### src/rtl/m68k_txn_queue.sv
// m68k_txn_queue: FIFO of Pi-issued 68k bus transactions feeding the bus cycle FSM.
// Optional bus watchdog enabled by defining M68K_TXN_TIMEOUT_EN.
`default_nettype none

module m68k_txn_queue #(
    parameter int DEPTH_LOG2     = 2,
    parameter int ADDR_W         = 24,
    parameter int DATA_W         = 16,
    parameter int TIMEOUT_CYCLES = 4095
) (
    input  logic                  PI_CLK,
    input  logic                  reset_n,
    input  logic                  in_valid,
    input  logic                  in_rw,
    input  logic                  in_byte,
    input  logic [ADDR_W-1:0]     in_addr,
    input  logic [DATA_W-1:0]     in_wdata,
    output logic                  in_ready,
    output logic                  op_req,
    output logic                  op_rw,
    output logic                  op_uds_n,
    output logic                  op_lds_n,
    output logic [ADDR_W-1:0]     op_addr,
    output logic [DATA_W-1:0]     op_wdata,
    input  logic                  op_res,
    input  logic [DATA_W-1:0]     op_rdata,
    output logic [DATA_W-1:0]     rd_data,
    output logic                  rd_valid,
    output logic                  txn_in_progress,
    output logic [DEPTH_LOG2:0]   level,
    output logic                  overflow,
    output logic                  timeout_err
);

    localparam int DEPTH = 1 << DEPTH_LOG2;
    localparam logic [DEPTH_LOG2:0] FULL_LEVEL = (DEPTH_LOG2+1)'(DEPTH);

    typedef enum logic {S_IDLE, S_WAIT} state_t;

    state_t                state;
    logic [DEPTH_LOG2-1:0] wr_ptr;
    logic [DEPTH_LOG2-1:0] rd_ptr;
    logic                  read_pending;

    logic [ADDR_W-1:0] mem_addr  [DEPTH];
    logic [DATA_W-1:0] mem_wdata [DEPTH];
    logic              mem_rw    [DEPTH];
    logic              mem_uds_n [DEPTH];
    logic              mem_lds_n [DEPTH];

    logic              push;
    logic              pop;
    logic              expire;
    logic              new_uds_n;
    logic              new_lds_n;
    logic [ADDR_W-1:0] new_addr;

    assign in_ready        = (level != FULL_LEVEL) && !read_pending;
    assign push            = in_valid && in_ready;
    assign pop             = (state == S_WAIT) && (op_res || expire);
    assign txn_in_progress = (level != '0) || (state != S_IDLE);

    assign new_uds_n = in_byte ? in_addr[0]  : 1'b0;
    assign new_lds_n = in_byte ? !in_addr[0] : 1'b0;
    assign new_addr  = {in_addr[ADDR_W-1:1], 1'b0};

`ifdef M68K_TXN_TIMEOUT_EN
    localparam int TW = $clog2(TIMEOUT_CYCLES + 1);
    logic [TW-1:0] tcnt;

    assign expire = (state == S_WAIT) && !op_res && (tcnt == TW'(TIMEOUT_CYCLES - 1));
`else
    logic unused_timeout;

    assign expire         = 1'b0;
    assign timeout_err    = 1'b0;
    assign unused_timeout = (TIMEOUT_CYCLES == 0);
`endif

    // Storage has no reset; occupancy is tracked by the pointers and level.
    always_ff @(posedge PI_CLK) begin
        if (push) begin
            mem_addr[wr_ptr]  <= new_addr;
            mem_wdata[wr_ptr] <= in_wdata;
            mem_rw[wr_ptr]    <= in_rw;
            mem_uds_n[wr_ptr] <= new_uds_n;
            mem_lds_n[wr_ptr] <= new_lds_n;
        end
    end

    always_ff @(posedge PI_CLK) begin
        if (!reset_n) begin
            state        <= S_IDLE;
            wr_ptr       <= '0;
            rd_ptr       <= '0;
            level        <= '0;
            read_pending <= 1'b0;
            op_req       <= 1'b0;
            op_rw        <= 1'b1;
            op_uds_n     <= 1'b1;
            op_lds_n     <= 1'b1;
            op_addr      <= '0;
            op_wdata     <= '0;
            rd_data      <= '0;
            rd_valid     <= 1'b0;
            overflow     <= 1'b0;
`ifdef M68K_TXN_TIMEOUT_EN
            tcnt         <= '0;
            timeout_err  <= 1'b0;
`endif
        end else begin
            op_req <= 1'b0;

            if (push) wr_ptr <= wr_ptr + 1'b1;
            if (pop)  rd_ptr <= rd_ptr + 1'b1;

            if (push && !pop)      level <= level + 1'b1;
            else if (!push && pop) level <= level - 1'b1;

            if (in_valid && !in_ready) overflow <= 1'b1;

            if (push && in_rw) begin
                read_pending <= 1'b1;
                rd_valid     <= 1'b0;
            end

            case (state)
                S_IDLE: begin
                    // An entry arriving into an empty queue is issued straight
                    // from the inputs so op_req follows in_valid by one cycle.
                    if (level != '0) begin
                        op_rw    <= mem_rw[rd_ptr];
                        op_uds_n <= mem_uds_n[rd_ptr];
                        op_lds_n <= mem_lds_n[rd_ptr];
                        op_addr  <= mem_addr[rd_ptr];
                        op_wdata <= mem_wdata[rd_ptr];
                        op_req   <= 1'b1;
                        state    <= S_WAIT;
                    end else if (push) begin
                        op_rw    <= in_rw;
                        op_uds_n <= new_uds_n;
                        op_lds_n <= new_lds_n;
                        op_addr  <= new_addr;
                        op_wdata <= in_wdata;
                        op_req   <= 1'b1;
                        state    <= S_WAIT;
                    end
`ifdef M68K_TXN_TIMEOUT_EN
                    tcnt <= '0;
`endif
                end
                S_WAIT: begin
                    if (op_res) begin
                        state <= S_IDLE;
                        if (op_rw) begin
                            rd_data      <= op_rdata;
                            rd_valid     <= 1'b1;
                            read_pending <= 1'b0;
                        end
`ifdef M68K_TXN_TIMEOUT_EN
                    end else if (expire) begin
                        state       <= S_IDLE;
                        timeout_err <= 1'b1;
                        if (op_rw) begin
                            rd_data      <= '1;
                            rd_valid     <= 1'b1;
                            read_pending <= 1'b0;
                        end
                    end else begin
                        tcnt <= tcnt + 1'b1;
`endif
                    end
                end
                default: state <= S_IDLE;
            endcase
        end
    end

endmodule

`default_nettype wire
### config.mk
export PLATFORM = sky130hd
export DESIGN_NAME = m68k_txn_queue
export DESIGN_NICKNAME = d
export VERILOG_FILES = /design/src/rtl/m68k_txn_queue.sv
export SDC_FILE = /design/constraint.sdc
export NUM_CORES = 1
export LEC_CHECK = 0
export ABC_AREA = 1
export BUFFER_PORTS_ARGS = -buffer_cell sky130_fd_sc_hd__buf_2
export CORE_MARGIN = 4
export CORE_UTILIZATION = 41
export CTS_CLUSTER_SIZE = 10
export DETAILED_ROUTE_END_ITERATION = 12
export HOLD_SLACK_MARGIN = 0.03
export SYNTH_ARGS = -nofsm -noshare
export SYNTH_HDL_FRONTEND = slang
export SYNTH_SLANG_ARGS = --single-unit
### constraint.sdc
create_clock -name PI_CLK -period 4.1 [get_ports PI_CLK]
set_input_delay 0.205 -clock PI_CLK [delete_from_list [all_inputs] [get_ports PI_CLK]]
set_output_delay 0.205 -clock PI_CLK [all_outputs]
set_load 0.02 [all_outputs]
== Yosys cells after proc, flatten, opt, wreduce, memory -nomap -nowiden ==
Memories as Yosys holds them, arrays and structs flattened. A register that Yosys moved wholly into a read port is not among the register bits.
Cells that the tools add are included.
Word-level totals
  flip-flop bits (word level): 71
  RAM bits: 168
  input bits: 62
  output and inout port bits: 68
  logic and storage cells: 82
  memories kept: 5
Memories
  mem_addr: depth 4, bits a word 23, read ports 1, clocked after Yosys merged registers in 1, write ports 1, RTL line 45  | logic [ADDR_W-1:0] mem_addr [DEPTH];
  mem_wdata: depth 4, bits a word 16, read ports 1, clocked after Yosys merged registers in 1, write ports 1, RTL line 46  | logic [DATA_W-1:0] mem_wdata [DEPTH];
  mem_lds_n: depth 4, bits a word 1, read ports 1, clocked after Yosys merged registers in 1, write ports 1, RTL line 49  | logic mem_lds_n [DEPTH];
  mem_rw: depth 4, bits a word 1, read ports 1, clocked after Yosys merged registers in 1, write ports 1, RTL line 47  | logic mem_rw [DEPTH];
  mem_uds_n: depth 4, bits a word 1, read ports 1, clocked after Yosys merged registers in 1, write ports 1, RTL line 48  | logic mem_uds_n [DEPTH];
Cells by class
  add/sub/neg operators: 4
  equality and inequality tests: 1
  mux-type cells: 37
  bitwise logic cells: 2
  reduce and logical (&&, ||, !) cells: 19
Operators by type and width (count)
  $mux 24: 2
  $mux 16: 2
  $mux 1: 20
  $mux 2: 10
  $logic_and 1x1->1: 7
  $mux 3: 2
  $logic_not 1->1: 5
  $add 2x1->2 const B: 2
  $reduce_bool 2->1: 2
  $add 3x1->3 const B: 1
  $ne 3x3->1 const B: 1
  $reduce_and 3->1: 1
  $reduce_bool 3->1: 1
  $sub 3x1->3 const B: 1
  $not 1->1: 2
  $pmux 1 s2: 1
  $reduce_and 2->1: 1
  $reduce_or 2->1: 1
  $logic_or 1x1->1: 1

== Depth between registers and ports, before layout ==
  word-level depth: 8
  depth in mapped cells: 12
  depth with buffers taken out: 12

== Worst setup path before layout ==
Ideal clock, no wire load.
  path type: reg-to-reg
  start point: register level[0]
  end point: memory mem_addr[0][0] (netlist name) (enable)
  setup time: 0.441 ns
  arrival: 2.807 ns
  data required time: 3.659 ns
  path slack: 0.852 ns
  stages on the path, launching flop included: 7
  path buffers: 0
  clock period less this slack: 3.248 ns
  path through: dfxtp_1 > nor2_4 > nand2_1 > nand2_1 > nor2_2 > inv_2 > nor2_1
Between the ends
  longest elaborated chain between the ends: 5
RTL lines
  start, declared: RTL line 30  | output logic [DEPTH_LOG2:0] level,
  start signal, assigned: RTL line 117  | if (push && !pop) level <= level + 1'b1;
  start signal, assigned: RTL line 118  | else if (!push && pop) level <= level - 1'b1;
  $ne 3x3->1: RTL line 58  | assign in_ready = (level != FULL_LEVEL) && !read_pending;
  $logic_and 1x1->1: RTL line 58
  $logic_and 1x1->1: RTL line 59  | assign push = in_valid && in_ready;
  named net push: RTL line 51  | logic push;
  $mux 1: RTL line 82  | if (push) begin
  $mux 1 (not written as such): RTL line 83  | mem_addr[wr_ptr] <= new_addr;
  end, declared: RTL line 45
The timed path passes the listed nets, and every way through them passes these cells.

== Worst setup path after layout ==
  start point: register level[0]
  end point: output txn_in_progress
Between the ends
  longest elaborated chain between the ends: 2
RTL lines
  $reduce_bool 3->1: RTL line 61  | assign txn_in_progress = (level != '0) || (state != S_IDLE);
  $logic_or 1x1->1: RTL line 61
  end, declared: RTL line 29  | output logic txn_in_progress,
Every way passes these cells.

==> qor.yml <==
drc: 0
dp_cells: 1609
met2_length_mm: 11.4
yosysUniqueCellTypes: 25
path_max_fanout: 44
yosys-top-cells-area: "edfxtp_1, nand2_1, dfxtp_1"
period_needed_ns: 2.87
fin_cells: 1719
core.rowCount: 58
htreeDepth: 1
power_switching_share: 0.365
clkTransAtPathRegs_ns: 0.06
dr_wl_met3_mm: 1.57
netlist_instances: 1201
ys_seq_area_frac: 0.618
dp_hpwl_mm: 13.8
ys_warn_count: 0
routedWlPerCell_um: 13.8
ios: 130
syn-cell-area_sq_mm: 0.0105
clkPwrFrac: 0.275
drt-met1-wl_mm: 10.4
io_buffers: 127
vdd_drop_max_mv: 0.461
clock-sinks: 240
comb_power_share: 0.332
end_kind: "output port"
cts_buffer_depth: 3
hold_path.class: "in2reg"
fin_setup_tns_ns: 0
finalSetupViolCount: 0
final.setup_skew_ns: 0.00917
required_ns: 3.89
clock_latency_ns: 0.53
synth-seq-cells: 240
vias: 7721
timing.final.crit_share: 0.700
grt-ovfl-total: 0
outcome: "completed"
p_leak_uw: 0.00605
grt_max_degree: 85
ant_nets: 0
synth_edf_count: 168
post_cts_buffers: 0
drt-initial-drc-count: 498
clk_root_buffer_cell: "clkbuf_16"
relSlewSlack: 0.375
cts_buffers: 28
rsz0062_at_grt: "false"
grt_pass1_wl_mm: 39.1
via_per_inst: 4.49
slew_violations: 0
cts_tree: "yes"
die_w_um: 168
power_density_mw_per_mm2: 658
drt-total-wl_mm: 23.6
final_nets: 1435
detail_route.first_pass.iterations: 6
top_layer: "met4"
p_sw_uw: 3060
synth.avg_cell_area_sq_um: 8.73
die_area_sq_mm: 0.0282
die_h_um: 168
worstPathArrival_ns: 2.67
cap_violations: 0
p_int_uw: 5320
cts_resized: 0
diodes: 0
grt_pass1_vias: 7606
synth_top_area_share: 0.481
yosysTopAreaCell: "edfxtp_1"
core_area_sq_mm: 0.0252
drive_gt1_frac: 0.135
tightest_slew_ns: 0.937
grt.total_usage: 0.167
fmax_ghz: 0.348
antenna_found_initial: 0
place.gp.congestion: 0.745
synthTopCellsByCount: "nand2_1, inv_1, edfxtp_1"
postCtsHoldBufs: 58
syn2layout_area_growth_pct: 21.4
pwr-share-seq: 0.393
synth_most_common_cell: "nand2_1"
async_flop_share: 0
start_kind: "register"
start_util: 0.417
synthFlopType: "edfxtp_1"
path_class: "reg2out"
timing.final.hold_violations: 0
[per-stage QoR]
| stage | hold slack [ns] | cell area (sq um) | util | total power [uW] | worst slack [ns] |
|---|---|---|---|---|---|
| after global routing | 0.0640 | 12700 | 0.506 | 9010 | 1.01 |
| after detailed placement | 0.445 | 11300 | 0.449 | 6110 | 1.64 |
| after floorplan | 0.304 | 10500 | - | 5350 | 0.852 |
| after global placement | 0.440 | 11300 | 0.449 | 6080 | 1.73 |
| after CTS | 0.0421 | 12700 | 0.506 | 8490 | 1.24 |
| final | 0.0600 | 12700 | 0.506 | 8380 | 1.23 |
[final timing paths]
check / start / endpoint / slack, ns / cells after the start
worst min-delay path: in_addr[0] / mem_lds_n[2] / 0.06 / 2
worst max-delay path: level[0] / txn_in_progress / 1.23 / 5
worst min register to register: rd_data[10] / rd_data[10] / 0.46 / 2
worst max register to register: level[0] / mem_addr[3][8] / 1.65 / 7
[power groups by stage]
stage	Combinational [uW]	Sequential [uW]	Clock, uW
floorplan	1720	3630	0
global placement	2750	3330	0
detailed placement	2770	3340	0
CTS	2830	3300	2370
global route	3190	3350	2470
finish	2790	3290	2300
[metal layers]
metal / track usage / vias to the layer above
met5: 0 / -
met4: 0.0318 / 0
met3: 0.0326 / 23
met2: 0.287 / 198
met1: 0.224 / 3491
li1: - / 4009
[kinds of logic after synthesis]
group,synth area share
adders and majority gates,0.00787
DFF,0.618
other,0.000358
and+or+nand+nor,0.246
AOI/OAI and AO/OA,0.0151
xor gates and xnor gates,0.00167
buffers and inverters,0.111
[worst max-delay path, cell delays in order, from the launching register on]
cell and delay, ns:
dfxtp_1 0.37, nor2_4 0.19, nand2_4 0.35, inv_2 0.79
nand2_1 0.16, buf_2 0.22
[registers in the layout (all words and copies together) (netlist names), named ones only]
name	cells
rd_data	16
op_addr	23
rd_ptr	2
mem_rw	4
op_lds_n	1
state	1
level	3
op_wdata	16
rd_valid	1
wr_ptr	2
mem_lds_n	4
op_uds_n	1
op_rw	1
overflow	1
read_pending	1
mem_wdata	64
mem_addr	92
mem_uds_n	4
op_req	1
[area by class of cell]
cell class	instances	area [sq um]
flip-flops and latches	240	6490
multi-input cells	686	2880
clock buffers	52	853
fillers	2326	12400
repair buffers	193	1280
inverters	218	818
well taps	330	413
[layout by cell type (no fill, tap or decap), drive strengths merged]
master,n
nand3,106
clkbuf,52
edfxtp,168
ha,5
dfxtp,72
o21ai,4
o211ai,1
buf,135
fa,1
a31oi,1
nor2,92
xor2,2
nand2,448
a21oi,24
dlygate4sd3,58
conb,2
inv,218
(Power assumes the default switching activity.)
